==> src/rtl/rf_pkg.sv <==
`default_nettype none
// +----------------------------------------------------------------------+
// | rf_pkg: shared constants, address type and bus-slicing helpers.       |
// | Revision: 1.0                                                          |
// +----------------------------------------------------------------------+
package rf_pkg;

  localparam int unsigned XLEN_DEF = 32;
  localparam int unsigned NREG_DEF = 32;
  localparam int unsigned AW_DEF   = $clog2(NREG_DEF);

  typedef logic [AW_DEF-1:0] reg_addr_t;

  // Base bit of port k inside a flattened address / data bus.
  function automatic int unsigned addr_slice(input int unsigned port, input int unsigned aw);
    return port * aw;
  endfunction

  function automatic int unsigned data_slice(input int unsigned port, input int unsigned xlen);
    return port * xlen;
  endfunction

endpackage
`default_nettype wire

==> src/rtl/rf_scoreboard.sv <==
`default_nettype none
// +----------------------------------------------------------------------+
// | rf_scoreboard: per-register busy bits with flush/issue/wb priority.   |
// | Revision: 1.0                                                          |
// +----------------------------------------------------------------------+
module rf_scoreboard #(
  parameter int unsigned NREG = 32,
  parameter int unsigned AW   = $clog2(NREG)
) (
  input  logic            clk,
  input  logic            rst_n,
  input  logic            iss_en,
  input  logic [AW-1:0]   iss_addr,
  input  logic            wb_en,
  input  logic [AW-1:0]   wb_addr,
  input  logic            flush,
  output logic [NREG-1:0] busy_vec
);

  logic [NREG-1:0] r_busy;

  // The set is applied after the clear so a same-register issue wins.
  always_ff @(posedge clk or negedge rst_n) begin
    if (!rst_n) begin
      r_busy <= '0;
    end else if (flush) begin
      r_busy <= '0;
    end else begin
      if (wb_en && (wb_addr != '0))
        r_busy[wb_addr] <= 1'b0;
      if (iss_en && (iss_addr != '0))
        r_busy[iss_addr] <= 1'b1;
    end
  end

  assign busy_vec = r_busy;

endmodule
`default_nettype wire

==> src/rtl/rf_bypass_sb.sv <==
`default_nettype none
// +----------------------------------------------------------------------+
// | rf_bypass_sb: N-read-port register file with wb bypass and scoreboard.|
// | Revision: 1.0                                                          |
// +----------------------------------------------------------------------+
module rf_bypass_sb
  import rf_pkg::*;
#(
  parameter int unsigned XLEN = XLEN_DEF,
  parameter int unsigned NREG = NREG_DEF,
  parameter int unsigned NRD  = 2,
  parameter int unsigned AW   = $clog2(NREG)
) (
  input  logic                clk,
  input  logic                rst_n,
  input  logic [NRD*AW-1:0]   rs_addr,
  output logic [NRD*XLEN-1:0] rs_data,
  output logic [NRD-1:0]      rs_busy,
  input  logic                wb_en,
  input  logic [AW-1:0]       wb_addr,
  input  logic [XLEN-1:0]     wb_data,
  input  logic                iss_en,
  input  logic [AW-1:0]       iss_addr,
  input  logic                flush,
  output logic [NREG-1:0]     busy_vec
);

  logic [XLEN-1:0] r_regfile [NREG];
  logic            w_wr;

  assign w_wr = wb_en && (wb_addr != '0);

  // Entry 0 is never written, so it stays at its reset value of zero.
  always_ff @(posedge clk or negedge rst_n) begin
    if (!rst_n) begin
      for (int i = 0; i < NREG; i++)
        r_regfile[i] <= '0;
    end else if (w_wr) begin
      r_regfile[wb_addr] <= wb_data;
    end
  end

  rf_scoreboard #(
    .NREG (NREG),
    .AW   (AW)
  ) u_scoreboard (
    .clk      (clk),
    .rst_n    (rst_n),
    .iss_en   (iss_en),
    .iss_addr (iss_addr),
    .wb_en    (wb_en),
    .wb_addr  (wb_addr),
    .flush    (flush),
    .busy_vec (busy_vec)
  );

  for (genvar k = 0; k < NRD; k++) begin : g_rd_port
    localparam int unsigned c_ABASE = addr_slice(k, AW);
    localparam int unsigned c_DBASE = data_slice(k, XLEN);

    logic [AW-1:0] w_addr;
    logic          w_byp;

    assign w_addr = rs_addr[c_ABASE +: AW];
    assign w_byp  = w_wr && (wb_addr == w_addr);

    assign rs_data[c_DBASE +: XLEN] = w_byp ? wb_data : r_regfile[w_addr];
    assign rs_busy[k]               = w_byp ? 1'b0    : busy_vec[w_addr];
  end

endmodule
`default_nettype wire

==> config.mk <==
export PLATFORM = sky130hd
export DESIGN_NAME = rf_bypass_sb
export DESIGN_NICKNAME = d
export VERILOG_FILES = /design/src/rtl/rf_pkg.sv /design/src/rtl/rf_scoreboard.sv /design/src/rtl/rf_bypass_sb.sv
export SDC_FILE = /design/constraint.sdc
export NUM_CORES = 2
export LEC_CHECK = 0
export BUFFER_PORTS_ARGS = -buffer_cell sky130_fd_sc_hd__buf_4
export CAP_MARGIN = 15
export CORE_AREA = 2 2 377 379
export CTS_CLUSTER_SIZE = 24
export DETAILED_ROUTE_END_ITERATION = 8
export DIE_AREA = 0 0 379 381
export PLACE_DENSITY = 0.56
export SETUP_SLACK_MARGIN = 0.15
export SLEW_MARGIN = 40
export SYNTH_ARGS = -nofsm -noshare
export SYNTH_HDL_FRONTEND = slang
export SYNTH_SLANG_ARGS = --single-unit
==> constraint.sdc <==
create_clock -name clk -period 2.5 [get_ports clk]
set_clock_uncertainty 0.1 [all_clocks]
set_input_delay 0.375 -clock clk [delete_from_list [all_inputs] [get_ports clk]]
set_output_delay 0.375 -clock clk [all_outputs]
set_load 0.03 [all_outputs]
Yosys cells after proc, flatten, opt, wreduce, memory -nomap -nowiden
Cells that the tools add are included.
{"block": "word_totals", "register_bits": 1056, "output_inout_bits": 98, "elab_cells": 85}
{"block": "classes", "n_eq_ne": 2, "n_reduce_logical": 9, "bitwise_logic": 6, "order_cmp": 10, "muxes": 25}
{"cell": "1024-bit bitwise mux", "count": 1}
{"cell": "32-bit two-way mux", "count": 11}
{"cell": "32-bit binary-select mux with 5-bit select", "count": 2}
{"cell": "32-bit demux with 5-bit select", "count": 1}
{"cell": "32-bit bitwise AND", "count": 1}
{"cell": "32-bit inverter", "count": 1}
{"cell": "32-bit bitwise OR", "count": 1}
{"cell": "5-bit by 6-bit < comparator with 1-bit output, second input constant", "count": 4}
{"cell": "6-bit >= comparator, second input constant", "count": 3}
{"cell": "5-bit inverter with 6-bit output", "count": 3}
{"cell": "1-bit binary-select mux with 5-bit select", "count": 2}
{"cell": "1-bit demux with 5-bit select", "count": 2}
{"cell": "5-bit equality test", "count": 2}
{"cell": "5-bit by 1-bit >= comparator with 1-bit output, second input constant", "count": 2}
{"cell": "5-bit nonzero test", "count": 2}
{"cell": "1-bit logical AND", "count": 7}
{"cell": "6-bit by 1-bit < comparator with 1-bit output, second input constant", "count": 1}
{"cell": "1-bit two-way mux", "count": 6}

Depth between registers and ports, before layout
{"block": "depth", "ltp_word": 11, "ltp_mapped": 7, "ltp_nobuf": 4}

Cells and area by module
A second synthesis with hierarchy kept.
{"block": "hier_totals", "hier_cells": 3601, "hier_area_um2": 55759.7}
{"module": "rf_bypass_sb", "seq_area_each_um2": 25624.6, "cells_each": 3436, "n_inst": 1, "area_per_inst_um2": 54179.5}
{"module": "rf_scoreboard", "seq_area_each_um2": 800.8, "cells_each": 165, "n_inst": 1, "area_per_inst_um2": 1580.3}

Worst setup path after synthesis
No wires, ideal clock.
{"block": "synth_timing", "path_kind": "input -> output", "start": "in wb_addr[2]", "end": "out rs_busy[0]", "path_slack_ns": -0.427, "stages": 6, "t_arrival_ns": 2.452, "path_cell_list": "or3_1 buf_2 o31ai_4 nor4_4 buf_6 nor4_1"}
{"block": "synth_between", "elab_chain_cells": 4}
{"item": "from (decl)", "line": "rf_bypass_sb.sv:20", "text": "input logic [AW-1:0] wb_addr,"}
{"item": "5-bit nonzero test", "line": "rf_bypass_sb.sv:31", "text": "assign w_wr = wb_en && (wb_addr != '0);"}
{"item": "1-bit logical AND", "line": "rf_bypass_sb.sv:31"}
{"item": "1-bit logical AND *", "line": "rf_bypass_sb.sv:65", "text": "assign w_byp = w_wr && (wb_addr == w_addr);"}
{"item": "1-bit two-way mux *", "line": "rf_bypass_sb.sv:68", "text": "assign rs_busy[k] = w_byp ? 1'b0 : busy_vec[w_addr];"}
{"item": "to (decl)", "line": "rf_bypass_sb.sv:18", "text": "output logic [NRD-1:0] rs_busy,"}
Mark *: on every way between the ends. The rest lies on a longest branch, timed or not.

Worst setup path after layout
{"block": "layout_timing", "start": "reg r_regfile[909] (netlist bit)", "end": "out rs_data[45]"}
{"block": "layout_between", "elab_chain_cells": 4}
{"item": "from (decl)", "line": "rf_bypass_sb.sv:28", "text": "logic [XLEN-1:0] r_regfile [NREG];"}
{"item": "from (signal, indexed assignment)", "line": "rf_bypass_sb.sv:39", "text": "r_regfile[wb_addr] <= wb_data;"}
{"item": "32-bit binary-select mux with 5-bit select", "line": "rf_bypass_sb.sv:67", "text": "assign rs_data[c_DBASE +: XLEN] = w_byp ? wb_data : r_regfile[w_addr];"}
{"item": "32-bit two-way mux (not written as such) (2 in a row)", "line": "rf_bypass_sb.sv:67"}
{"item": "32-bit two-way mux", "line": "rf_bypass_sb.sv:67"}
{"item": "to (decl)", "line": "rf_bypass_sb.sv:17", "text": "output logic [NRD*XLEN-1:0] rs_data,"}
No other way between the ends. The select of a mux whose other input is x is not followed.

==> run metrics <==
Slew headroom 50.8%; total vias in the final route 37.0k; worst setup margin -516 ps; CTS tree built; initial antenna violation count 3; r2r setup slk 1000 ps; Top FF cell, synth dfrtp_1; Worst path max stage delay 490 ps; CP Launch Type register; endpoints failing setup 66; Tmin final 3020 ps; Final Hold Vio Count 0; # rows 138; DPL Wire Length 120000 um; Mapped Nets 3676; Hold Path Class primary input to asynchronous set/reset pin; CTS Sinks roughly 1.1k; failing checks negative setup slack; grt total ovfl 0; slowest CP cell mux4_2; PortBufs roughly 150; Clk Latency, worst-skew pair a little over 700 ps; layout cells sized above 1 roughly two thirds; most frequent cell on the critical path buf_6; Worst-path clk slew roughly 60 ps; crit-path cells mux4_2 -> o22ai_2 -> buf_6 -> nor4_4 -> buf_4 -> mux2_4 -> buf_6; Post-synth EDFFs 0; Crit Path Max Fanout 3; worst path required time 2030 ps; PwrDens between 700 and 800 nW/um^2; largest delay contributor family on the critical path multiplexers; Cells after Synth 3619; starting density of the core 39.7%; overall routing resource usage around a quarter; Avg Cell Area, Syn 15.4 um^2; core area roughly 140000 um^2; Slew Limit Fails 0; nets 4027; WP data arrival 2540 ps; Die Span X 379 um; CP Capture Type output port; Synth async-reset ratio between 90% and 100%; Buf/Inv on CP 3; detailed-route DRC error count 0; vias per cell 6.22; Ports 155; DR pass1 iterations 5; Final ANT Viol Nets 0; sequential area share after synthesis 47.4%; overall routed net length between 150000 and 200000 um; placer congestion estimate 0.837; crit path kind register to output port; DR WL/cell roughly 32 um; VDD IR max 0.549 mV; Syn Std Cell Area 55700 um^2; pin count of the biggest net entering global routing 111; status finished, violations left; P_leak 30.0 nW; final instance area about 70000 um^2; Die H between 300 and 400 um; Num CTS Buffers 113; Yosys warning count 0; flops & latches, synth 1056; placed inst area 63000 um^2; Die ar. 144000 um^2; clock tree buffer depth 3; Max-cap violations 0; area grow syn2layout 25.7%; CTS H-tree lvls 3; ant diodes 0; fmax 332 MHz; 1st-iter DRT viols 3370; synth unique cells between 50 and 60; RSZ-0062 raised after global routing yes; FILL cells 11.9k; fin crit share 121%; setup TNS -22980 ps; vias in the first global route 37.8k; worst slack at placement -501 ps; hold_ws 41.2 ps; Worst-Margin Slew 735 ps; first-pass GRT wire length 277000 um; Root Buffer clkbuf_16
## sequential cells by signal (all words and copies together) (netlist names)
register and cells:
r_regfile 1024, u_scoreboard.busy_vec 32
## cells in the final DEF, fill, tap and decap left out, types with 8 or more instances in the layout
cell / instances
dfrtp_1: 1050
mux2_2: 990
mux4_2: 528
buf_4: 386
buf_12: 176
o22ai_2: 153
clkbuf_16: 117
buf_6: 71
o22ai_1: 54
mux2_4: 48
o22ai_4: 47
nor4_2: 43
nand2_1: 36
clkbuf_1: 31
nor2_1: 30
clkbuf_8: 28
o21ai_0: 25
nor4_4: 18
dlygate4sd3_1: 18
clkinv_2: 16
a21oi_1: 12
nand2_4: 12
a22oi_1: 12
nand3b_1: 11
nand2b_1: 10
bufinv_16: 8
buf_16: 8
## worst register-to-register path: cells and delay by family, from the launching register on
family / cells / cell delay [ps]
simple gates: 1 / 50
compound gates: 1 / 190
flops: 1 / 460
buf+inv: 1 / 570
## kinds of logic after synthesis
group | synth area share (%)
multiplexers | 42.6
flip-flops | 47.4
buffers and inverters | 3.84
AO/OA/AOI/OAI | 3.58
AND/OR/NAND/NOR | 2.40
XOR/XNOR | 0.184
## worst paths after layout
check                      cells after the start                           startpoint                                   to
max reg2reg                                    3  u_scoreboard.busy_vec[23]$_DFF_PN0_  u_scoreboard.busy_vec[23]$_DFF_PN0_
min reg2reg                                    0          r_regfile[1011]$_DFFE_PN0P_          r_regfile[1011]$_DFFE_PN0P_
max in group asynchronous                      4                                rst_n           r_regfile[254]$_DFFE_PN0P_
max                                            7           r_regfile[909]$_DFFE_PN0P_                          rs_data[45]
min                                            2                                rst_n           r_regfile[177]$_DFFE_PN0P_
min in group clk                               2                          wb_data[25]           r_regfile[921]$_DFFE_PN0P_
## cell type report
cell class | count | area [um^2] | share of cell area (%)
Multi-Input combinational cell | 2131 | 29700 | 42.4
Inverter | 1 | 3.75 | 0.00536
Timing Repair Buffer | 667 | 7760 | 11.1
Tap cell | 1890 | 2360 | 3.37
Clock inverter | 31 | 383 | 0.546
Clock buffer | 175 | 3400 | 4.86
Sequential cell | 1056 | 26400 | 37.7
## power breakdown
group,leakage (nW),switching (W),internal [W]
Clock,1.86,0.00717,0.0101
Combinational,14.6,0.00476,0.00710
Sequential,13.6,0.00227,0.0202
## synth_stat cells (all sizes together), types with 2 or more instances
cell    count  area share, %
nor3        2          0.018
nand2      48           0.32
and3        5          0.056
and3b       5          0.079
nand3      13           0.13
nor4       66           0.81
o31ai       2          0.052
nand3b     11           0.15
and2        7          0.079
buf       234            2.5
o21ai      25           0.22
mux4      528             21
xnor2       6           0.12
nand4       3          0.045
dfrtp    1056             47
clkbuf    197            1.3
nor2b       3          0.034
a21oi      12           0.11
a32oi       7           0.11
o22ai     254            2.9
or3b        6          0.094
nand4b      2          0.031
xor2        4          0.063
nand2b     10           0.11
nor3b       7           0.12
mux2i       4          0.072
or3         3          0.034
a22oi      12           0.16
nor2       37           0.25
mux2     1042             21
## per-layer routing
layer | track usage, % | wire length [um] | up-vias
met5 | 0 | 28 | -
met2 | 40.6 | 88700 | 1339
met3 | 4.97 | 12800 | 299
met1 | 38.2 | 84100 | 20400
met4 | 7.83 | 5620 | 4
li1 | - | - | 14900
## metrics by stage
stage                     power (W)  util [%]  instances
after floorplan              0.0296         -       3619
after global placement       0.0329      44.8       5663
after detailed placement     0.0333      44.8       5663
after CTS                    0.0515      49.2       5919
after global routing         0.0538      49.9       5951
final                        0.0516      49.9       5951
## timing repair
action	in CTS	in global routing
setup buffers	28	32
pin swaps	69	55
hold buffers	20	0
cloned	2	0
resized for setup	321	116
endpoints found under the hold margin	654	0
endpoints found under the setup margin	66	67
Power figures use the tool's default switching activity.
